<file path="src/rtl/stage_writeback_pkg.sv">
// Shared definitions for the writeback stage: load funct3 codes,
// instruction type codes and the default datapath width.
package stage_writeback_pkg;

  localparam int XLEN = 32;

  localparam logic [2:0] LB  = 3'b000;
  localparam logic [2:0] LH  = 3'b001;
  localparam logic [2:0] LW  = 3'b010;
  localparam logic [2:0] LBU = 3'b100;
  localparam logic [2:0] LHU = 3'b101;

  localparam logic [2:0] INSTR_TYPE_ALU    = 3'd0;
  localparam logic [2:0] INSTR_TYPE_LOAD   = 3'd1;
  localparam logic [2:0] INSTR_TYPE_STORE  = 3'd2;
  localparam logic [2:0] INSTR_TYPE_BRANCH = 3'd3;
  localparam logic [2:0] INSTR_TYPE_JUMP   = 3'd4;
  localparam logic [2:0] INSTR_TYPE_SYSTEM = 3'd5;

endpackage

</file>
<file path="src/rtl/stage_writeback_load_align.sv">
// Load aligner: picks the addressed byte/halfword out of a raw memory word,
// extends it, and flags accesses that are not naturally aligned.
module load_align #(
  parameter int XLEN = 32
) (
  input  logic [XLEN-1:0] word,
  input  logic [1:0]      offset,
  input  logic [2:0]      funct3,
  output logic [XLEN-1:0] data,
  output logic            misaligned
);
  import stage_writeback_pkg::*;

  logic [7:0]  sel_byte;
  logic [15:0] sel_half;

  // Select the addressed byte and halfword from the raw word
  always_comb begin
    case (offset)
      2'd0:    sel_byte = word[7:0];
      2'd1:    sel_byte = word[15:8];
      2'd2:    sel_byte = word[23:16];
      default: sel_byte = word[31:24];
    endcase
    sel_half = offset[1] ? word[31:16] : word[15:0];
  end

  // Extend according to the load width; unknown codes behave like a word load
  always_comb begin
    data       = word;
    misaligned = 1'b0;
    case (funct3)
      LB:  data = {{(XLEN-8){sel_byte[7]}}, sel_byte};
      LBU: data = {{(XLEN-8){1'b0}}, sel_byte};
      LH: begin
        data       = {{(XLEN-16){sel_half[15]}}, sel_half};
        misaligned = offset[0];
      end
      LHU: begin
        data       = {{(XLEN-16){1'b0}}, sel_half};
        misaligned = offset[0];
      end
      default: begin
        data       = word;
        misaligned = (offset != 2'd0);
      end
    endcase
  end

endmodule

</file>
<file path="src/rtl/stage_writeback.sv">
// Pipeline stage 5: aligns load data, queues results in a small FIFO and
// drains the head to the register file and ROB under the ROB handshake.
module stage_writeback #(
  parameter int DEPTH     = 2,
  parameter int XLEN      = stage_writeback_pkg::XLEN,
  parameter int ROB_IDX_W = 4
) (
  input  logic                 clk,
  input  logic                 reset,
  input  logic                 in_valid,
  input  logic                 in_cache_stall,
  input  logic [XLEN-1:0]      in_alu_out,
  input  logic [XLEN-1:0]      in_read_data,
  input  logic [2:0]           in_funct3,
  input  logic [4:0]           in_rd,
  input  logic                 in_mem_to_reg,
  input  logic                 in_write_enable,
  input  logic [ROB_IDX_W-1:0] in_rob_idx,
  input  logic [2:0]           in_instr_type,
  input  logic                 in_flush,
  input  logic                 in_rob_ready,
  output logic                 out_ready,
  output logic                 out_rf_write_en,
  output logic [4:0]           out_rf_rd,
  output logic [XLEN-1:0]      out_rf_data,
  output logic                 out_rob_valid,
  output logic [ROB_IDX_W-1:0] out_rob_idx,
  output logic [XLEN-1:0]      out_rob_data,
  output logic                 out_rob_exception,
  output logic                 out_fwd_valid,
  output logic [4:0]           out_fwd_rd,
  output logic [XLEN-1:0]      out_fwd_data
);
  import stage_writeback_pkg::*;

  localparam int PTR_W = (DEPTH > 1) ? $clog2(DEPTH) : 1;
  localparam int CNT_W = PTR_W + 1;
  localparam logic [CNT_W-1:0] DEPTH_C = CNT_W'(DEPTH);

  logic [XLEN-1:0]      mem_data [DEPTH];
  logic [4:0]           mem_rd   [DEPTH];
  logic                 mem_we   [DEPTH];
  logic [ROB_IDX_W-1:0] mem_idx  [DEPTH];
  logic                 mem_exc  [DEPTH];

  logic [PTR_W-1:0] wr_ptr;
  logic [PTR_W-1:0] rd_ptr;
  logic [CNT_W-1:0] count;

  logic [XLEN-1:0] aligned_data;
  logic            misaligned;
  logic            new_exc;
  logic [XLEN-1:0] new_data;
  logic            new_we;
  logic            empty;
  logic            push;
  logic            pop;
  logic            head_fwd;

  // The instruction type is carried upstream but not needed at this stage
  logic unused_instr_type;
  assign unused_instr_type = ^in_instr_type;

  load_align #(.XLEN(XLEN)) u_load_align (
    .word       (in_read_data),
    .offset     (in_alu_out[1:0]),
    .funct3     (in_funct3),
    .data       (aligned_data),
    .misaligned (misaligned)
  );

  // Build the entry: faulting loads report their address and never write rd
  always_comb begin
    new_exc  = in_mem_to_reg && misaligned;
    new_data = (in_mem_to_reg && !misaligned) ? aligned_data : in_alu_out;
    new_we   = in_write_enable && !new_exc;
  end

  // Handshake decode from registered occupancy only
  always_comb begin
    empty     = (count == '0);
    out_ready = (count < DEPTH_C);
    push      = in_valid && !in_cache_stall && out_ready;
    pop       = !empty && in_rob_ready;
  end

  // Entry storage; contents are don't-care until pushed, so no reset here
  always_ff @(posedge clk) begin
    if (reset && !in_flush && push) begin
      mem_data[wr_ptr] <= new_data;
      mem_rd[wr_ptr]   <= in_rd;
      mem_we[wr_ptr]   <= new_we;
      mem_idx[wr_ptr]  <= in_rob_idx;
      mem_exc[wr_ptr]  <= new_exc;
    end
  end

  // Pointer and occupancy bookkeeping; flush discards everything
  always_ff @(posedge clk) begin
    if (!reset || in_flush) begin
      wr_ptr <= '0;
      rd_ptr <= '0;
      count  <= '0;
    end else begin
      if (push) wr_ptr <= wr_ptr + PTR_W'(1);
      if (pop)  rd_ptr <= rd_ptr + PTR_W'(1);
      case ({push, pop})
        2'b10:   count <= count + CNT_W'(1);
        2'b01:   count <= count - CNT_W'(1);
        default: count <= count;
      endcase
    end
  end

  // Head outputs are zeroed whenever the FIFO is empty
  always_comb begin
    head_fwd          = !empty && mem_we[rd_ptr] && (mem_rd[rd_ptr] != 5'd0) && !mem_exc[rd_ptr];
    out_rob_valid     = !empty;
    out_rob_idx       = empty ? '0 : mem_idx[rd_ptr];
    out_rob_data      = empty ? '0 : mem_data[rd_ptr];
    out_rob_exception = !empty && mem_exc[rd_ptr];
    out_rf_write_en   = head_fwd && in_rob_ready;
    out_rf_rd         = empty ? 5'd0 : mem_rd[rd_ptr];
    out_rf_data       = empty ? '0 : mem_data[rd_ptr];
    out_fwd_valid     = head_fwd;
    out_fwd_rd        = empty ? 5'd0 : mem_rd[rd_ptr];
    out_fwd_data      = empty ? '0 : mem_data[rd_ptr];
  end

endmodule

</file>
<file path="config.mk">
export PLATFORM = sky130hd
export DESIGN_NAME = stage_writeback
export DESIGN_NICKNAME = d
export VERILOG_FILES = /design/src/rtl/stage_writeback_pkg.sv /design/src/rtl/stage_writeback_load_align.sv /design/src/rtl/stage_writeback.sv
export SDC_FILE = /design/constraint.sdc
export NUM_CORES = 1
export LEC_CHECK = 0
export BUFFER_PORTS_ARGS = -buffer_cell sky130_fd_sc_hd__buf_2
export CAP_MARGIN = 10
export CORE_ASPECT_RATIO = 0.7
export CORE_MARGIN = 1
export CORE_UTILIZATION = 44
export CTS_CLUSTER_SIZE = 40
export DETAILED_ROUTE_END_ITERATION = 10
export MAX_ROUTING_LAYER = met4
export PLACE_DENSITY = 0.86
export SETUP_SLACK_MARGIN = 0.1
export SLEW_MARGIN = 20
export SYNTH_ARGS = -nofsm -noshare
export SYNTH_HDL_FRONTEND = slang
export SYNTH_SLANG_ARGS = --single-unit
</file>
<file path="constraint.sdc">
create_clock -name clk -period 6 [get_ports clk]
set_clock_uncertainty 0.2 [all_clocks]
set_input_delay 1.8 -clock clk [delete_from_list [all_inputs] [get_ports clk]]
set_output_delay 1.8 -clock clk [all_outputs]
set_load 0.01 [all_outputs]
</file>
==> key figures, run 1 <==
Cells and area
  – Fillers: between 1,000 and 1,500
  – Reg area: approximately 2700 µm²
  – Fin area: roughly 6000 µm²
  – Layout cells sized above 1: 41.13%
  – Area of the multi-input gates: between 1500 and 2000 µm²
  – Final net count: around 670
  – Final core utilization: a little over half
  – Area growth, synth to finish: 17.44%
  – Ant diodes: 0

Pwr
  – Switching power: 354.0 µW
  – Peak VDD IR: ~0.13 mV
  – Switching Fraction: 24.21%
  – P_int: between 1000 and 1500 µW
  – Clk pwr share: a little under two fifths
  – Power share of the sequential group: between 40 and 50%
  – Logic pwr share: between 10% and 20%
  – PD cells: 244.1 nW/µm²
  – LEAKAGE: about 0.0026 µW

Worst setup path
  – Crit-path slowest cell: dfxtp_2
  – Maximum fanout along the worst path: 28
  – Crit Path Class: reg -> out
  – CP top delay family: flip-flops
  – Worst Path Required: ~4.0 ns
  – Critical path cell sequence: buf_4 > mux2i_1 > nor2_1 > buf_2
  – CP Buf/Inv Count: 2
  – Worst Setup Start Kind: register
  – CP endpoint kind: output port
  – Biggest cell delay along the critical path: a little under 0.9 ns
  – Critical Path AT: 2.48 ns

Synthesis
  – Mean Syn Cell Area: roughly 11 µm²
  – Post-synth EDFFs: 86
  – Top cells by area, synth: edfxtp_1, buf_4, mux2i_1
  – Post-synth net total: 550
  – Top cell type's share of synthesized area: between 50% and 60%
  – Main synth FF type: edfxtp_1
  – Yosys cell types: between 40 and 50
  – Synth async-reset ratio: 0%
  – Leading area contributor after synthesis: edfxtp_1
  – FF+latch count, synth: 91
  – Synth Cell Area: roughly 5000 µm²
  – Seq/Total Area, Yosys: between 50% and 60%
  – Cell count after synthesis: between 400 and 500
  – Synth warn: 0
  – Top-count cell post-synth: edfxtp_1
  – Most frequent cells after synthesis: edfxtp_1, buf_4, nor2_1

Floorplan
  – Die Height: about 92 µm
  – Die Outline Area: 12,040 µm²
  – Core area: between 10,000 and 15,000 µm²
  – Initial core utilization: a little under half
  – Ports: between 200 and 250
  – # rows: 32
  – Chip width: ~130 µm

Clocking
  – Clock latency on the worst-skew pair: 0.32 ns
  – CTS tree: done
  – CTS Buf Count: 9
  – H-tree levels: 3
  – Clock Tree Buf Depth: 2
  – Clk slew on worst S/H paths: 0.06 ns
  – Post-CTS sizing: 0
  – Setup bufs post-CTS: 0
  – CTS root buf: clkbuf_16
  – # hold bufs at CTS: 0
  – CTS sink count: just over 90

Drt
  – Antenna violation net count after detailed routing: 0
  – Routed len/inst: around 17 µm
  – Via count: ~3,900
  – Drt via density: 5.222
  – # DRC: 0
  – First-pass DRT Iterations: 4
  – DR iter-0 viols: between 200 and 250
  – Final wirelength: around 13,000 µm

Place
  – Post-DP HPWL: 9074 µm
  – Placed inst area: about 5700 µm²
  – Port Buf Inserts: 198
  – Final GP Congestion: 0.8074

STA
  – Tcrit/Tclk final: between 70% and 80%
  – Slew margin rel.: 32.62%
  – RSZ-0062 raised after global routing: false
  – Worst-margin pin slew: ~1 ns
  – Hold_ws: between 0.3 and 0.4 ns
  – Fmax: approximately 0.22 GHz
  – Setup tns final: 0 ns
  – Final Hold Viols: 0
  – Min Clock Period, post-route: between 4 and 5 ns
  – Pins Over Slew Limit: 0
  – Final setup fails: 0

Global routing
  – Vias in the first global route: 3,818
  – GR Util All Layers: a little under a quarter
  – First-pass GRT wire length: a little under 20,000 µm
  – Largest net degree at the start of global routing: 45
  – GR Overflow Total: 0
  – Initial antenna violation count: 0

Job
  – Max cap viols: 0

Status
  – Status: finished clean

Hold path
  – Min-delay worst type: reg -> reg
layout make-up:
class,instances,area share [%]
sequential,91,44.80
timing repair buffer,202,17.04
multi-input combinational,269,29.57
tap,153,3.195
inverter,8,0.5013
clock buffer,10,3.822
clock inverter,6,1.065
state kept, by name, indices dropped and copies added (netlist names), named ones only:
| register | flops |
|---|---|
| mem_data | 64 |
| rd_ptr | 1 |
| wr_ptr | 1 |
| mem_exc | 2 |
| mem_we | 2 |
| count | 2 |
| mem_rd | 10 |
| mem_idx | 8 |
path summary, 6_finish.rpt:
| path | depth (start not counted) | slack [ns] | end | startpoint |
|---|---|---|---|---|
| setup / recovery | 4 | 1.52 | out_rob_data[14] | register |
| hold / removal | 2 | 0.32 | register | rd_ptr |
| setup reg to reg | 6 | 3.39 | count[1] | count[1] |
| hold reg to reg | 2 | 0.32 | register | rd_ptr |
power groups by stage:
stage | logic (µW) | registers [µW] | clock network [µW]
3_5_place_dp | 190 | 728 | 0
4_1_cts | 190 | 714 | 571
2_1_floorplan | 129 | 726 | 0
5_1_grt | 210 | 714 | 594
6_report | 190 | 714 | 558
3_3_place_gp | 182 | 727 | 0
metal layers:
| layer | GRT usage [%] | wire length, µm |
|---|---|---|
| met5 | - | 0 |
| met2 | 37.35 | 6356 |
| met3 | 4.667 | 847 |
| met4 | 6.897 | 206 |
| met1 | 28.04 | 5424 |
worst register-to-register path, stage by stage (launching register included):
cell	delay (ns)
dfxtp_1	0.36
nor2_4	0.80
inv_1	0.14
and2_1	0.24
ha_1	0.31
or3_1	0.35
a21oi_1	0.14
layout by cell type (no fill, tap or decap), types with 5 or more instances in the layout:
master     count
mux2i_1       44
buf_2        198
a211o_1        5
edfxtp_1      86
inv_1          8
nand3_1       25
a21oi_1       15
nand2_1       29
or3_1          7
a221oi_2       8
nor2_1        61
o21ai_0       18
clkbuf_16      9
nor2b_1       11
and3b_1        5
mux2_2         6
cells by family after synthesis:
family | share of synthesized area (%)
simple gates | 14.25
flops | 52.59
fa+ha+maj | 0.2452
buf+inv | 13.05
mux | 10.40
compound gates | 8.781
xor+xnor | 0.6869
metrics by stage:
step,worst slack [ns],total power [µW],instances
2_1_floorplan,0.1262,854.8,462
3_3_place_gp,1.583,909.3,723
3_5_place_dp,1.449,917.7,723
4_1_cts,1.507,1476,739
5_1_grt,1.344,1518,739
6_report,1.523,1462,739
Power figures use the tool's default switching activity.
==> run 2: changes to the inputs <==
CORE_UTILIZATION = 49   (was 44)
PLACE_DENSITY = 0.91   (was 0.86)
clock period = 4.2 ns   (was 6 ns; I/O delays follow)
==> run 2 against run 1 <==
Net effect:
- combinational power grew 46%
- worst setup slack lost 0.74 ns
- wire length shrank 0.93%
- largest cell class unchanged
- die area shrank 10%
- register-to-register slack lost 1.9 ns
- largest power group unchanged
- critical path type unchanged
- clock power grew 43%
- cell count shrank 2.7%
- count of clock-buffer cells in the layout is the same
- utilization grew 6.7 points
- critical path depth is the same
- sequential power grew 43%
- critical endpoint is now out_rf_data[18]
- sequential cell count is the same
==> key figures, run 2 (same netlist as run 1, synthesis figures left out) <==
Floorplan
  – Die Height: 87.37 µm (-5.1%)
  – Ports: 202 (unchanged)
  – # rows: 30 (-6.3%)
  – Initial core utilization: 51.48% (+5.6 points)
  – Chip width: 124.0 µm (-5.2%)
  – Core area: 9910 µm² (-11%)
  – Die Outline Area: 10,830 µm² (-10%)

Clocking
  – H-tree levels: 3 (unchanged)
  – CTS tree: done
  – Setup bufs post-CTS: 0 (unchanged)
  – CTS root buf: clkbuf_16
  – Clk slew on worst S/H paths: 0.06 ns (about the same)
  – CTS sink count: 91 (unchanged)
  – CTS Buf Count: 9 (unchanged)
  – Post-CTS sizing: 0 (unchanged)
  – Clock Tree Buf Depth: 2 (unchanged)
  – Clock latency on the worst-skew pair: 0.33 ns (about the same)
  – # hold bufs at CTS: 0 (unchanged)

Worst setup path
  – Crit-path slowest cell: nor2_4
  – Crit Path Class: reg -> out
  – Worst reg2reg path depth: 7 (+1)
  – CP Buf/Inv Count: 2 (unchanged)
  – Worst Setup Start Kind: register
  – Maximum fanout along the worst path: 27 (-3.6%)
  – CP endpoint kind: output port
  – Critical path cell sequence: nor2_4 > buf_4 > nor2_1 > buf_2
  – CP top delay family: simple AND/OR/NAND/NOR gates
  – Critical Path AT: 1.96 ns (-0.52 ns)
  – WP depth: 4 (unchanged)
  – Worst Path Required: 2.74 ns (-1.26 ns)
  – Biggest cell delay along the critical path: 0.56 ns (-0.33 ns)

Place
  – Final GP Congestion: 0.8523 (+5.6%)
  – Post-DP HPWL: 9189 µm (+1.3%)
  – Pre-CTS setup slack: 0.5216 ns (-0.9272 ns)
  – Port Buf Inserts: 198 (unchanged)

STA
  – RSZ-0062 raised after global routing: false
  – Hold_ws: 0.3320 ns (+0.01586 ns)
  – Min Clock Period, post-route: approximately 3.4 ns
  – Final Hold Viols: 0 (unchanged)
  – Tcrit/Tclk final: around 80%
  – Fmax: 0.2928 GHz
  – Final setup fails: 0 (unchanged)
  – Pins Over Slew Limit: 0 (unchanged)
  – Slew margin rel.: 50.79% (+18 points)
  – Worst-margin pin slew: 0.7360 ns (-0.2724 ns)
  – Final WS setup: 0.7846 ns (-0.7389 ns)

Drt
  – Final wirelength: 12,720 µm (-0.93%)
  – DR iter-0 viols: 317 (+56%)
  – Routed len/inst: 17.68 µm (+1.8%)
  – Via count: 3,942 (+2.2%)
  – First-pass DRT Iterations: 5 (+1)
  – Antenna violation net count after detailed routing: 0 (unchanged)
  – Drt via density: 5.483 (+5.0%)
  – # DRC: 0 (unchanged)

Global routing
  – Largest net degree at the start of global routing: 44 (-2.2%)
  – First-pass GRT wire length: 18,710 µm (-5.0%)
  – GR Overflow Total: 0 (unchanged)
  – GR Util All Layers: 24.56% (+1.9 points)
  – Initial antenna violation count: 1 (+1)
  – Vias in the first global route: 3,568 (-6.5%)

Cells and area
  – Most common cell after layout, fill and taps aside: buf_2
  – Layout cells sized above 1: 41.53% (+0.40 points)
  – Largest Register: mem_data
  – Largest regs: mem_data x64, mem_rd x10, mem_idx x8
  – Fillers: 815 (-19%)
  – Final net count: 674 (+0.75%)
  – Most frequent cells in the layout: buf_2, edfxtp_1, nor2_1, mux2i_1, nand2_1
  – Max reg flops: 64 (unchanged)
  – Area growth, synth to finish: 17.54% (about the same)

Pwr
  – LEAKAGE: 0.002584 µW (+1.0%)
  – Peak VDD IR: 0.1903 mV (+43%)
  – PD cells: 349.2 nW/µm² (+43%)

Hold path
  – Min-delay worst type: reg -> reg
  – Worst hold stages: 2 (unchanged)

Status
  – Status: finished clean

Job
  – Max cap viols: 0 (unchanged)
==> run 2: changes by cell type in the layout (fill, tap and decap cells not counted), sizes merged <==
cell      change
buf           +5
clkinv        -1
clkinvlp      -1
diode         +1
inv           +1
==> run 2: worst min-delay path, stage by stage, from the launching register on <==
cell     delay (ns)
dfxtp_1        0.32
xnor2_1        0.09
nor2_1         0.08
==> run 2: metal layers <==
layer	wire length (µm)	track usage, %	up-vias
li1	-	-	1834
met1	5211	30.50	1864
met2	6219	40.25	230
met3	1130	6.086	14
met4	154	6.277	0
met5	0	-	-
==> run 2: cell type report <==
cell class / instances / area (µm²) / area share (%)
clock inverters: 5 / 61.31 / 1.023
diodes: 1 / 2.502 / 0.04174
multi-input cells: 269 / 1770 / 29.53
clock buffers: 10 / 229.0 / 3.819
flip-flops and latches: 91 / 2684 / 44.76
inverters: 8 / 30.03 / 0.5008
well taps: 128 / 160.2 / 2.671
repair buffers: 207 / 1059 / 17.65
==> run 2: final timing paths <==
| check | startpoint | to | slack (ns) |
|---|---|---|---|
| hold reg to reg | rd_ptr | register | 0.33 |
| hold / removal | rd_ptr | register | 0.33 |
| setup reg to reg | count[1] | count[1] | 1.50 |
| setup / recovery | count[1] | out_rf_data[18] | 0.78 |
==> run 2: through the flow <==
stage                     setup TNS, ns  total power (µW)  area (µm²)  cells  utilization (%)
final                                 0              2094        5996    719            60.51
after global routing                  0              2171        5996    719            60.51
after CTS                             0              2107        5993    718            60.48
after detailed placement              0              1313        5703    703            57.55
after global placement                0              1302        5703    703            57.55
after floorplan                  -97.50              1221        5101    462                -
==> run 2: report_power, final <==
group | total (µW) | internal, µW | switching, µW | leakage (µW)
Sequential | 1020 | 1010 | 4.30 | 0.000819
Combinational | 277 | 110 | 167 | 0.00162
Clock | 798 | 462 | 336 | 0.000143
Total | 2090 | 1590 | 507 | 0.00258
